--- src/rtl/rr_decode_arbiter_pkg.sv ---
// Shared types and default constants for the round-robin decode arbiter.
package arb_pkg;

    typedef enum logic {
        IDLE = 1'b0,
        BUSY = 1'b1
    } arb_state_t;

    localparam int ARB_SIZE     = 3;
    localparam int ARB_MAX_HOLD = 16;

endpackage : arb_pkg

--- src/rtl/rr_decode_arbiter_if.sv ---
// Request/grant bundle between the requesters and the arbiter.
interface rr_decode_arbiter_if
    import arb_pkg::*;
#(
    parameter int SIZE = ARB_SIZE
);
    logic                    en;
    logic [(1 << SIZE)-1:0]  req;
    logic                    done;
    logic [(1 << SIZE)-1:0]  gnt;
    logic [SIZE-1:0]         gnt_idx;
    logic                    gnt_valid;
    logic                    timeout;

    // Requester side: drives requests, observes grants.
    modport master (
        output en, req, done,
        input  gnt, gnt_idx, gnt_valid, timeout
    );

    // Arbiter side.
    modport slave (
        input  en, req, done,
        output gnt, gnt_idx, gnt_valid, timeout
    );
endinterface : rr_decode_arbiter_if

--- src/rtl/rr_decode_arbiter_chk.sv ---
// Property checker: the grant vector is never more than one-hot.
module rr_decode_arbiter_chk #(
    parameter int WIDTH = 8
) (
    input logic             clk,
    input logic             rst_n,
    input logic [WIDTH-1:0] gnt
);

    gnt_onehot0_a: assert property (@(posedge clk) disable iff (!rst_n) $onehot0(gnt))
        else $error("grant vector not one-hot-or-zero: %b", gnt);

endmodule : rr_decode_arbiter_chk

--- src/rtl/rr_decode_arbiter_decoder.sv ---
// Combinational binary-to-one-hot decoder with enable; all-zero when disabled.
module rr_decode_arbiter_decoder
    import arb_pkg::*;
#(
    parameter int SIZE = ARB_SIZE
) (
    input  logic                   en_i,
    input  logic [SIZE-1:0]        in_i,
    output logic [(1 << SIZE)-1:0] out_o
);

    // One-hot decode of the index, gated by the enable.
    always_comb begin
        out_o = '0;
        if (en_i) begin
            out_o[in_i] = 1'b1;
        end else begin
            out_o = '0;
        end
    end

endmodule : rr_decode_arbiter_decoder

--- src/rtl/rr_decode_arbiter.sv ---
// Round-robin arbiter: grants one requester at a time, holds the grant until
// release (done, dropped request, or hold timeout), then rotates priority.
module rr_decode_arbiter
    import arb_pkg::*;
#(
    parameter int SIZE     = ARB_SIZE,
    parameter int MAX_HOLD = ARB_MAX_HOLD
) (
    input logic              clk,
    input logic              rst_n,
    rr_decode_arbiter_if.slave bus
);

    localparam int WIDTH = 1 << SIZE;
    // A zero-width counter is illegal, so the disabled-timeout case keeps one bit.
    localparam int CNT_W = (MAX_HOLD > 0) ? $clog2(MAX_HOLD + 1) : 1;

    arb_state_t       state_q, state_d;
    logic [SIZE-1:0]  ptr_q, ptr_d;
    logic [SIZE-1:0]  idx_q, idx_d;
    logic [CNT_W-1:0] cnt_q, cnt_d;
    logic             timeout_q, timeout_d;
    logic [WIDTH-1:0] gnt_q, gnt_d;
    logic             valid_d;
    logic             hit_limit;
    logic             owner_req;

    // First set request bit scanning from ptr upward, wrapping modulo WIDTH.
    function automatic logic [SIZE-1:0] rr_pick(input logic [WIDTH-1:0] r,
                                                 input logic [SIZE-1:0]  p);
        logic [SIZE-1:0] k;
        logic            found;
        rr_pick = p;
        found   = 1'b0;
        for (int i = 0; i < WIDTH; i++) begin
            k = p + SIZE'(i);
            if (!found && r[k]) begin
                rr_pick = k;
                found   = 1'b1;
            end
        end
    endfunction

    // Next-state logic: arbitration in IDLE, release detection in BUSY.
    always_comb begin
        state_d   = state_q;
        ptr_d     = ptr_q;
        idx_d     = idx_q;
        cnt_d     = cnt_q;
        timeout_d = 1'b0;
        hit_limit = (MAX_HOLD != 0) && (cnt_q == CNT_W'(MAX_HOLD - 1));
        owner_req = bus.req[idx_q];
        case (state_q)
            IDLE: begin
                if (bus.en && (|bus.req)) begin
                    state_d = BUSY;
                    idx_d   = rr_pick(bus.req, ptr_q);
                    cnt_d   = '0;
                end else begin
                    state_d = IDLE;
                end
            end
            BUSY: begin
                if (bus.done || !owner_req || hit_limit) begin
                    state_d   = IDLE;
                    ptr_d     = idx_q + SIZE'(1);
                    cnt_d     = '0;
                    // done or a dropped request takes precedence over the timeout.
                    timeout_d = hit_limit && !bus.done && owner_req;
                end else if (cnt_q != CNT_W'(MAX_HOLD)) begin
                    cnt_d = cnt_q + CNT_W'(1);
                end else begin
                    cnt_d = cnt_q;
                end
            end
            default: begin
                state_d = IDLE;
            end
        endcase
    end

    assign valid_d = (state_d == BUSY);

    // Decode the next owner so the registered one-hot grant lines up with gnt_valid.
    rr_decode_arbiter_decoder #(.SIZE(SIZE)) u_dec (
        .en_i  (valid_d),
        .in_i  (idx_d),
        .out_o (gnt_d)
    );

    // State, pointer, counter and output registers.
    always_ff @(posedge clk or negedge rst_n) begin
        if (!rst_n) begin
            state_q   <= IDLE;
            ptr_q     <= '0;
            idx_q     <= '0;
            cnt_q     <= '0;
            timeout_q <= 1'b0;
            gnt_q     <= '0;
        end else begin
            state_q   <= state_d;
            ptr_q     <= ptr_d;
            idx_q     <= idx_d;
            cnt_q     <= cnt_d;
            timeout_q <= timeout_d;
            gnt_q     <= gnt_d;
        end
    end

    assign bus.gnt       = gnt_q;
    assign bus.gnt_idx   = idx_q;
    assign bus.gnt_valid = (state_q == BUSY);
    assign bus.timeout   = timeout_q;

    rr_decode_arbiter_chk #(.WIDTH(WIDTH)) u_chk (
        .clk   (clk),
        .rst_n (rst_n),
        .gnt   (gnt_q)
    );

endmodule : rr_decode_arbiter

--- src/flat_wrapper.sv ---
// flat-port wrapper written by rule: the top's interface ports become plain ports
module rr_decode_arbiter_flat import arb_pkg::*;
#(
    parameter int SIZE     = ARB_SIZE,
    parameter int MAX_HOLD = ARB_MAX_HOLD
)
  (clk, rst_n, bus_en, bus_req, bus_done, bus_gnt, bus_gnt_idx, bus_gnt_valid, bus_timeout);
  rr_decode_arbiter_if #(.SIZE(SIZE)) bus_i ();
  input logic clk;
  input logic rst_n;
  input wire logic [$bits(bus_i.en)-1:0] bus_en;
  input wire logic [$bits(bus_i.req)-1:0] bus_req;
  input wire logic [$bits(bus_i.done)-1:0] bus_done;
  output wire logic [$bits(bus_i.gnt)-1:0] bus_gnt;
  output wire logic [$bits(bus_i.gnt_idx)-1:0] bus_gnt_idx;
  output wire logic [$bits(bus_i.gnt_valid)-1:0] bus_gnt_valid;
  output wire logic [$bits(bus_i.timeout)-1:0] bus_timeout;
  assign bus_i.en = bus_en;
  assign bus_i.req = bus_req;
  assign bus_i.done = bus_done;
  assign bus_gnt = bus_i.gnt;
  assign bus_gnt_idx = bus_i.gnt_idx;
  assign bus_gnt_valid = bus_i.gnt_valid;
  assign bus_timeout = bus_i.timeout;
  rr_decode_arbiter #(.SIZE(SIZE), .MAX_HOLD(MAX_HOLD)) u_core (.clk(clk), .rst_n(rst_n), .bus(bus_i));
endmodule
--- config.mk ---
export PLATFORM = sky130hd
export DESIGN_NAME = rr_decode_arbiter_flat
export DESIGN_NICKNAME = d
export VERILOG_FILES = /design/src/rtl/rr_decode_arbiter_pkg.sv /design/src/rtl/rr_decode_arbiter_if.sv /design/src/rtl/rr_decode_arbiter_chk.sv /design/src/rtl/rr_decode_arbiter_decoder.sv /design/src/rtl/rr_decode_arbiter.sv /design/src/flat_wrapper.sv
export SDC_FILE = /design/constraint.sdc
export NUM_CORES = 1
export LEC_CHECK = 0
export CAP_MARGIN = 20
export CORE_MARGIN = 2
export CORE_UTILIZATION = 50
export DETAILED_ROUTE_END_ITERATION = 8
export HOLD_SLACK_MARGIN = 0.15
export PLACE_DENSITY_LB_ADDON = 0.15
export SLEW_MARGIN = 30
export SYNTH_ARGS = -nofsm -noshare
export SYNTH_HDL_FRONTEND = slang
export SYNTH_HIERARCHICAL = 1
export SYNTH_SLANG_ARGS = --single-unit
--- constraint.sdc ---
create_clock -name clk -period 3.3 [get_ports clk]
set_input_delay 0.66 -clock clk [delete_from_list [all_inputs] [get_ports clk]]
set_output_delay 0.66 -clock clk [all_outputs]
set_load 0.05 [all_outputs]
After elaboration in Yosys (flattened, before gate mapping)
Cells that the tools add are included.
Storage, ports and cells
  bits in registers: 21
  output and inout bits: 13
Cells by class
  add/subtract/negate cells: 9
  order comparisons: 11
  eq/ne operators: 4
  muxes and demuxes: 60
  bitwise operators: 1
  reduce and logical (&&, ||, !) cells: 25
Operator list (number)
  less-than comparator 3 x 4 -> 1 bit (second input constant): 10
  two-way mux 1 bit: 35
  binary-select mux 1 bit (select 3 bit): 9
  two-way mux 3 bit: 9
  two-way mux 5 bit: 3
  adder 3 bit (second input constant): 4
  logical AND 1 bit: 11
  case mux 5 bit (2 select lines): 1
  logical NOT 1 bit: 9
  two-way mux 8 bit: 1
  OR reduction 8 bit: 1
  adder 3 x 1 -> 3 bit (second input constant): 2
  adder 3 x 2 -> 3 bit (second input constant): 2
  adder 5 x 1 -> 5 bit (second input constant): 1
  equality test 5 x 4 -> 1 bit (second input constant): 1
  inequality test 5 bit (second input constant): 1
  AND reduction 2 bit: 2
  demux 1 bit (select 3 bit): 1
  >= comparator 3 x 1 -> 1 bit (second input constant): 1
  inequality test 3 bit (second input constant): 1
  logical OR 1 bit: 2
  inequality test 2 x 1 -> 1 bit (second input constant): 1
  case mux 1 bit (2 select lines): 1
  NOT 1 bit: 1

Longest topological paths before layout
  depth in word-level cells: 45
  gate-level depth with buffers: 12
  mapped depth without buffers: 10

By module
The synthesis kept the hierarchy.
Modules (own cells, without submodules)
  rr_decode_arbiter: times used 1, cells an instance 163, area an instance 1756.7 µm², sequential area each 525.5 µm²
  rr_decode_arbiter_decoder: times used 1, cells an instance 8, area an instance 95.1 µm², sequential area each 0.0 µm²

Least setup slack after synthesis
OpenSTA, ideal clock, no wires.
  kind: register -> register
  start: register u_core.ptr_q[1]
  end: register u_core.gnt_q[4], in the netlist u_core/bus.gnt[4]
  data arrival time: 3.102 ns
  setup slack: 0.077 ns
  cell stages (with the launch flop): 12
  buffers on the path: 1
  clock period less this slack: 3.223 ns
  path through: dfrtp_1 > buf_2 > inv_1 > ha_1 > mux4_2 > mux2i_2 > a32oi_4 > nor2_8 > nand3_4 > or4_1 > o211ai_1 > and4bb_2
On the way
  word-level cells in the longest chain between the ends: 45
Ends and longest elaborated chain
  start, declared: line rr_decode_arbiter.sv:19  | logic [SIZE-1:0] ptr_q, ptr_d;
  start signal, assigned: line rr_decode_arbiter.sv:102  | ptr_q <= ptr_d;
  binary-select mux 1 bit (select 3 bit): line rr_decode_arbiter.sv:37  | if (!found && r[k]) begin
  two-way mux 1 bit (implied by the code): line rr_decode_arbiter.sv:37
  two-way mux 1 bit: line rr_decode_arbiter.sv:37
  two-way mux 1 bit: line rr_decode_arbiter.sv:55  | if (bus.en && (|bus.req)) begin
  two-way mux 1 bit: line rr_decode_arbiter.sv:53  | case (state_q)
  logical NOT 1 bit: line rr_decode_arbiter.sv:37
  logical AND 1 bit: line rr_decode_arbiter.sv:37
  two-way mux 1 bit: line rr_decode_arbiter.sv:37
  [... 31 more ...]
  two-way mux 3 bit *: line rr_decode_arbiter.sv:53
  via u_core.idx_d[1]: line rr_decode_arbiter.sv:20  | logic [SIZE-1:0] idx_q, idx_d;
  less-than comparator 3 x 4 -> 1 bit (implied by the code) / >= comparator 3 x 1 -> 1 bit (equally long branches): line rr_decode_arbiter_decoder.sv:16  | out_o[in_i] = 1'b1;
  logical AND 1 bit (implied by the code): line rr_decode_arbiter_decoder.sv:16
  two-way mux 1 bit (implied by the code): line rr_decode_arbiter_decoder.sv:16
  demux 1 bit (select 3 bit) *: line rr_decode_arbiter_decoder.sv:16
  two-way mux 8 bit *: line rr_decode_arbiter_decoder.sv:15  | if (en_i) begin
  via u_core.gnt_d[4]: line rr_decode_arbiter.sv:23  | logic [WIDTH-1:0] gnt_q, gnt_d;
  end signal, assigned: line rr_decode_arbiter.sv:106  | gnt_q <= gnt_d;
  end, declared: line rr_decode_arbiter.sv:23
The timed path passes the listed nets; every way through them passes the cells marked *. The select of a mux whose other input is x is not followed.
A chain may end at the register's enable or synchronous reset.

Worst setup path after layout
  start: input bus_req[0]
  end: register u_core.gnt_q[4], in the netlist u_core/bus.gnt[4]
On the way
  word-level cells in the longest chain between the ends: 45
Ends and longest elaborated chain
  start, declared: line flat_wrapper.sv:12  | input wire logic [$bits(bus_i.req)-1:0] bus_req;
  binary-select mux 1 bit (select 3 bit): line rr_decode_arbiter.sv:37
  two-way mux 1 bit (implied by the code): line rr_decode_arbiter.sv:37
  two-way mux 1 bit: line rr_decode_arbiter.sv:37
  two-way mux 1 bit: line rr_decode_arbiter.sv:55
  two-way mux 1 bit: line rr_decode_arbiter.sv:53
  logical NOT 1 bit: line rr_decode_arbiter.sv:37
  logical AND 1 bit: line rr_decode_arbiter.sv:37
  two-way mux 1 bit: line rr_decode_arbiter.sv:37
  [... 31 more ...]
  two-way mux 3 bit *: line rr_decode_arbiter.sv:53
  via u_core.idx_d[1]: line rr_decode_arbiter.sv:20
  less-than comparator 3 x 4 -> 1 bit (implied by the code) / >= comparator 3 x 1 -> 1 bit (equally long branches): line rr_decode_arbiter_decoder.sv:16
  logical AND 1 bit (implied by the code): line rr_decode_arbiter_decoder.sv:16
  two-way mux 1 bit (implied by the code): line rr_decode_arbiter_decoder.sv:16
  demux 1 bit (select 3 bit) *: line rr_decode_arbiter_decoder.sv:16
  two-way mux 8 bit *: line rr_decode_arbiter_decoder.sv:15
  via u_core.gnt_d[4]: line rr_decode_arbiter.sv:23
Marks and branches as above.

==> results.py <==
metrics = {
    "floorplan": {
        "rows": 22,
        "die_width_um": 64.9,
        "fp.dieArea_um2": 4210,
        "pin_count": 25,
        "core_um2": 3610,
        "die_height_um": 64.9,
        "start_util_pct": 51.4,
    },
    "detailed_routing": {
        "wl_per_cell_um": 17.0,
        "drtAntennaViolNets": 0,
        "wl_um": 4620,
        "detail_route.first_pass.iterations": 4,
        "route.vias.total": 1653,
        "vias_per_cell": 6.08,
        "drtIter0Drc": 102,
        "drc": 0,
    },
    "worst_setup_path": {
        "path_class": "in -> reg",
        "worst-endpoint-arrival_ns": 3.35,
        "end_kind": "flop",
        "required_ns": 3.45,
        "reg2reg_depth": 11,
        "path_max_fanout": 8,
        "critPathLaunchType": "primary input",
    },
    "timing": {
        "slew-limit-headroom_pct": 55.4,
        "finalHoldViolCount": 0,
        "clock.fmax_mhz": 313,
        "skew_ns": 0.00288,
        "tightest_slew_ns": 0.659,
        "fin_crit_sh_pct": 96.9,
        "setup_slack_ns": 0.101,
        "setup_viol": 0,
        "finalMaxSlewViolations": 0,
        "period_needed_ns": 3.20,
        "rsz0062_at_grt": "false",
        "tns_ns": 0,
    },
    "logic_synthesis": {
        "dominantRegCellSynth": "dfrtp_1",
        "synthArstFlopShare_pct": 100,
        "netlist_instances": 171,
        "synthTopCellsByArea": "dfrtp_1 (28%), mux4_2 (12%), ha_1 (4.1%)",
        "synth-edff-count": 0,
        "ys_types": 61,
        "syn_area_um2": 1850,
        "ys.warnings.count": 6,
        "synth_top_area_cell": "dfrtp_1",
        "synth-seq-area-share_pct": 28.4,
        "ys_ff_latch": 21,
        "synth_top_area_share_pct": 28.4,
        "synth_area_per_cell_um2": 10.8,
        "syn_nets": 189,
    },
    "min_path": {
        "hold_path.class": "in -> async",
    },
    "layout": {
        "layout_commonest_cell": "buf_4",
        "syn2layout_area_growth_pct": 30.1,
        "insertedDiodeCount": 0,
        "design_area_um2": 2410,
        "final_cell_mix": "buf_4 (29), dfrtp_1 (21), clkdlybuf4s50_1 (19), mux4_2 (12), nand2_1 (11)",
        "final_nets": 243,
        "drive_above_1_share_pct": 29.9,
    },
    "global_routing": {
        "grt_max_degree": 22,
        "grt_use_total_pct": 22.5,
        "gr-total-overflow": 0,
        "grt_pass1_vias": 1569,
        "antenna_found_initial": 0,
        "grt_pass1_wl_um": 7410,
    },
    "placed_design": {
        "dpl.hpwl_um": 3500,
        "gp_congestion": 0.931,
        "placed_area_um2": 2320,
        "post-place-ws_ns": -0.323,
        "port_buffers": 24,
    },
    "clocking": {
        "cts_root_buf": "clkbuf_8",
        "htreeDepth": 1,
        "path_clk_slew_ns": 0.08,
        "cts-buffers-inserted": 3,
        "ctsHoldBuffers": 0,
        "clkLatencyLatePin_ns": 0.26,
        "cts_tree": "done",
        "cts_buffer_depth": 2,
        "cts_sinks": 21,
    },
    "status": {
        "status": "finished, final reports clean",
    },
    "job": {
        "drv_cap": 0,
    },
}
-- critical path, stage by stage --
cell and delay (ns):
clkdlybuf4s50_1 0.51, mux4_2 0.53, mux2i_4 0.19, a32oi_4 0.20, nor2_8 0.16, nand3_4 0.07
or4_1 0.48, o211ai_1 0.12, buf_4 0.18, and4bb_2 0.23
-- per-stage QoR --
step,cells,utilization [%],hold WS (ns)
after floorplan,171,-,0.364
after global placement,265,64.3,0.486
after detailed placement,265,64.3,0.491
after CTS,270,65.8,0.503
after global routing,272,66.8,0.362
final,272,66.8,0.335
-- metal layers --
| metal | global-route usage, % | wire length [um] | share of wire [%] | up-vias |
|---|---|---|---|---|
| met4 | 2.66 | 2 | 0.043 | 0 |
| met5 | 0 | 0 | 0 | - |
| met3 | 5.03 | 333 | 7.2 | 2 |
| met2 | 37.1 | 2330 | 51 | 62 |
| met1 | 31.3 | 1950 | 42 | 817 |
| li1 | - | - | - | 772 |
-- synth_stat cells, types with 3 or more instances --
library cell,count
a21oi_1,6
and3_1,3
dfrtp_1,21
ha_1,6
inv_1,9
mux2_2,4
mux2i_1,6
mux4_2,10
nand2_1,11
nand2b_1,3
nand3_1,3
nand3b_1,3
nor2_1,10
nor2b_1,3
o211ai_1,3
o21ai_0,10
xnor2_1,3
-- what timing repair did --
item / in CTS / in global routing
buffers inserted: 1 / 1
pin swaps: 2 / 2
gates resized for setup: 0 / 11
endpoints found under the setup margin: 1 / 8
gates cloned: 0 / 1
-- worst paths after layout --
check	slack, ns	endpoint	startpoint
max	0.10	u_core/bus.gnt[4]	bus_req[0]
min	0.33	u_core/bus.gnt[1]	rst_n
max reg2reg	0.17	u_core/bus.gnt[4]	u_core/ptr_q[0]
min reg2reg	0.50	u_core/cnt_q[3]	u_core/cnt_q[3]
max in group asynchronous	2.66	u_core/ptr_q[0]	rst_n
min in group clk	0.50	u_core/cnt_q[3]	u_core/cnt_q[3]
-- final cells by class --
type / instances / area, um^2
clock buffers: 3 / 41.3
clock inverters: 1 / 5.00
fillers: 278 / 1200
inverters: 10 / 37.5
multi-input cells: 135 / 1260
flip-flops and latches: 21 / 526
well taps: 48 / 60.1
repair buffers: 54 / 474
-- registers in the layout, indices dropped and copies added, names as in the netlist --
register and count:
u_core/cnt_q 5, u_core/bus.timeout 1, u_core/bus.gnt_valid 1, u_core/bus.gnt 8
u_core/bus.gnt_idx 3, u_core/ptr_q 3
-- cell families after synthesis --
group / count (synthesis) / share of synthesized area [%]
adder cells (fa/ha/maj): 6 / 4.05
multiplexers: 25 / 23.9
flip-flops: 21 / 28.4
XOR/XNOR: 5 / 2.77
buffers and inverters: 16 / 4.39
AND/OR/NAND/NOR: 57 / 20.7
AO/OA/AOI/OAI: 41 / 15.8
Power is not shown: default switching activity piles up to over one toggle a cycle in this logic, so the estimate is an artifact.
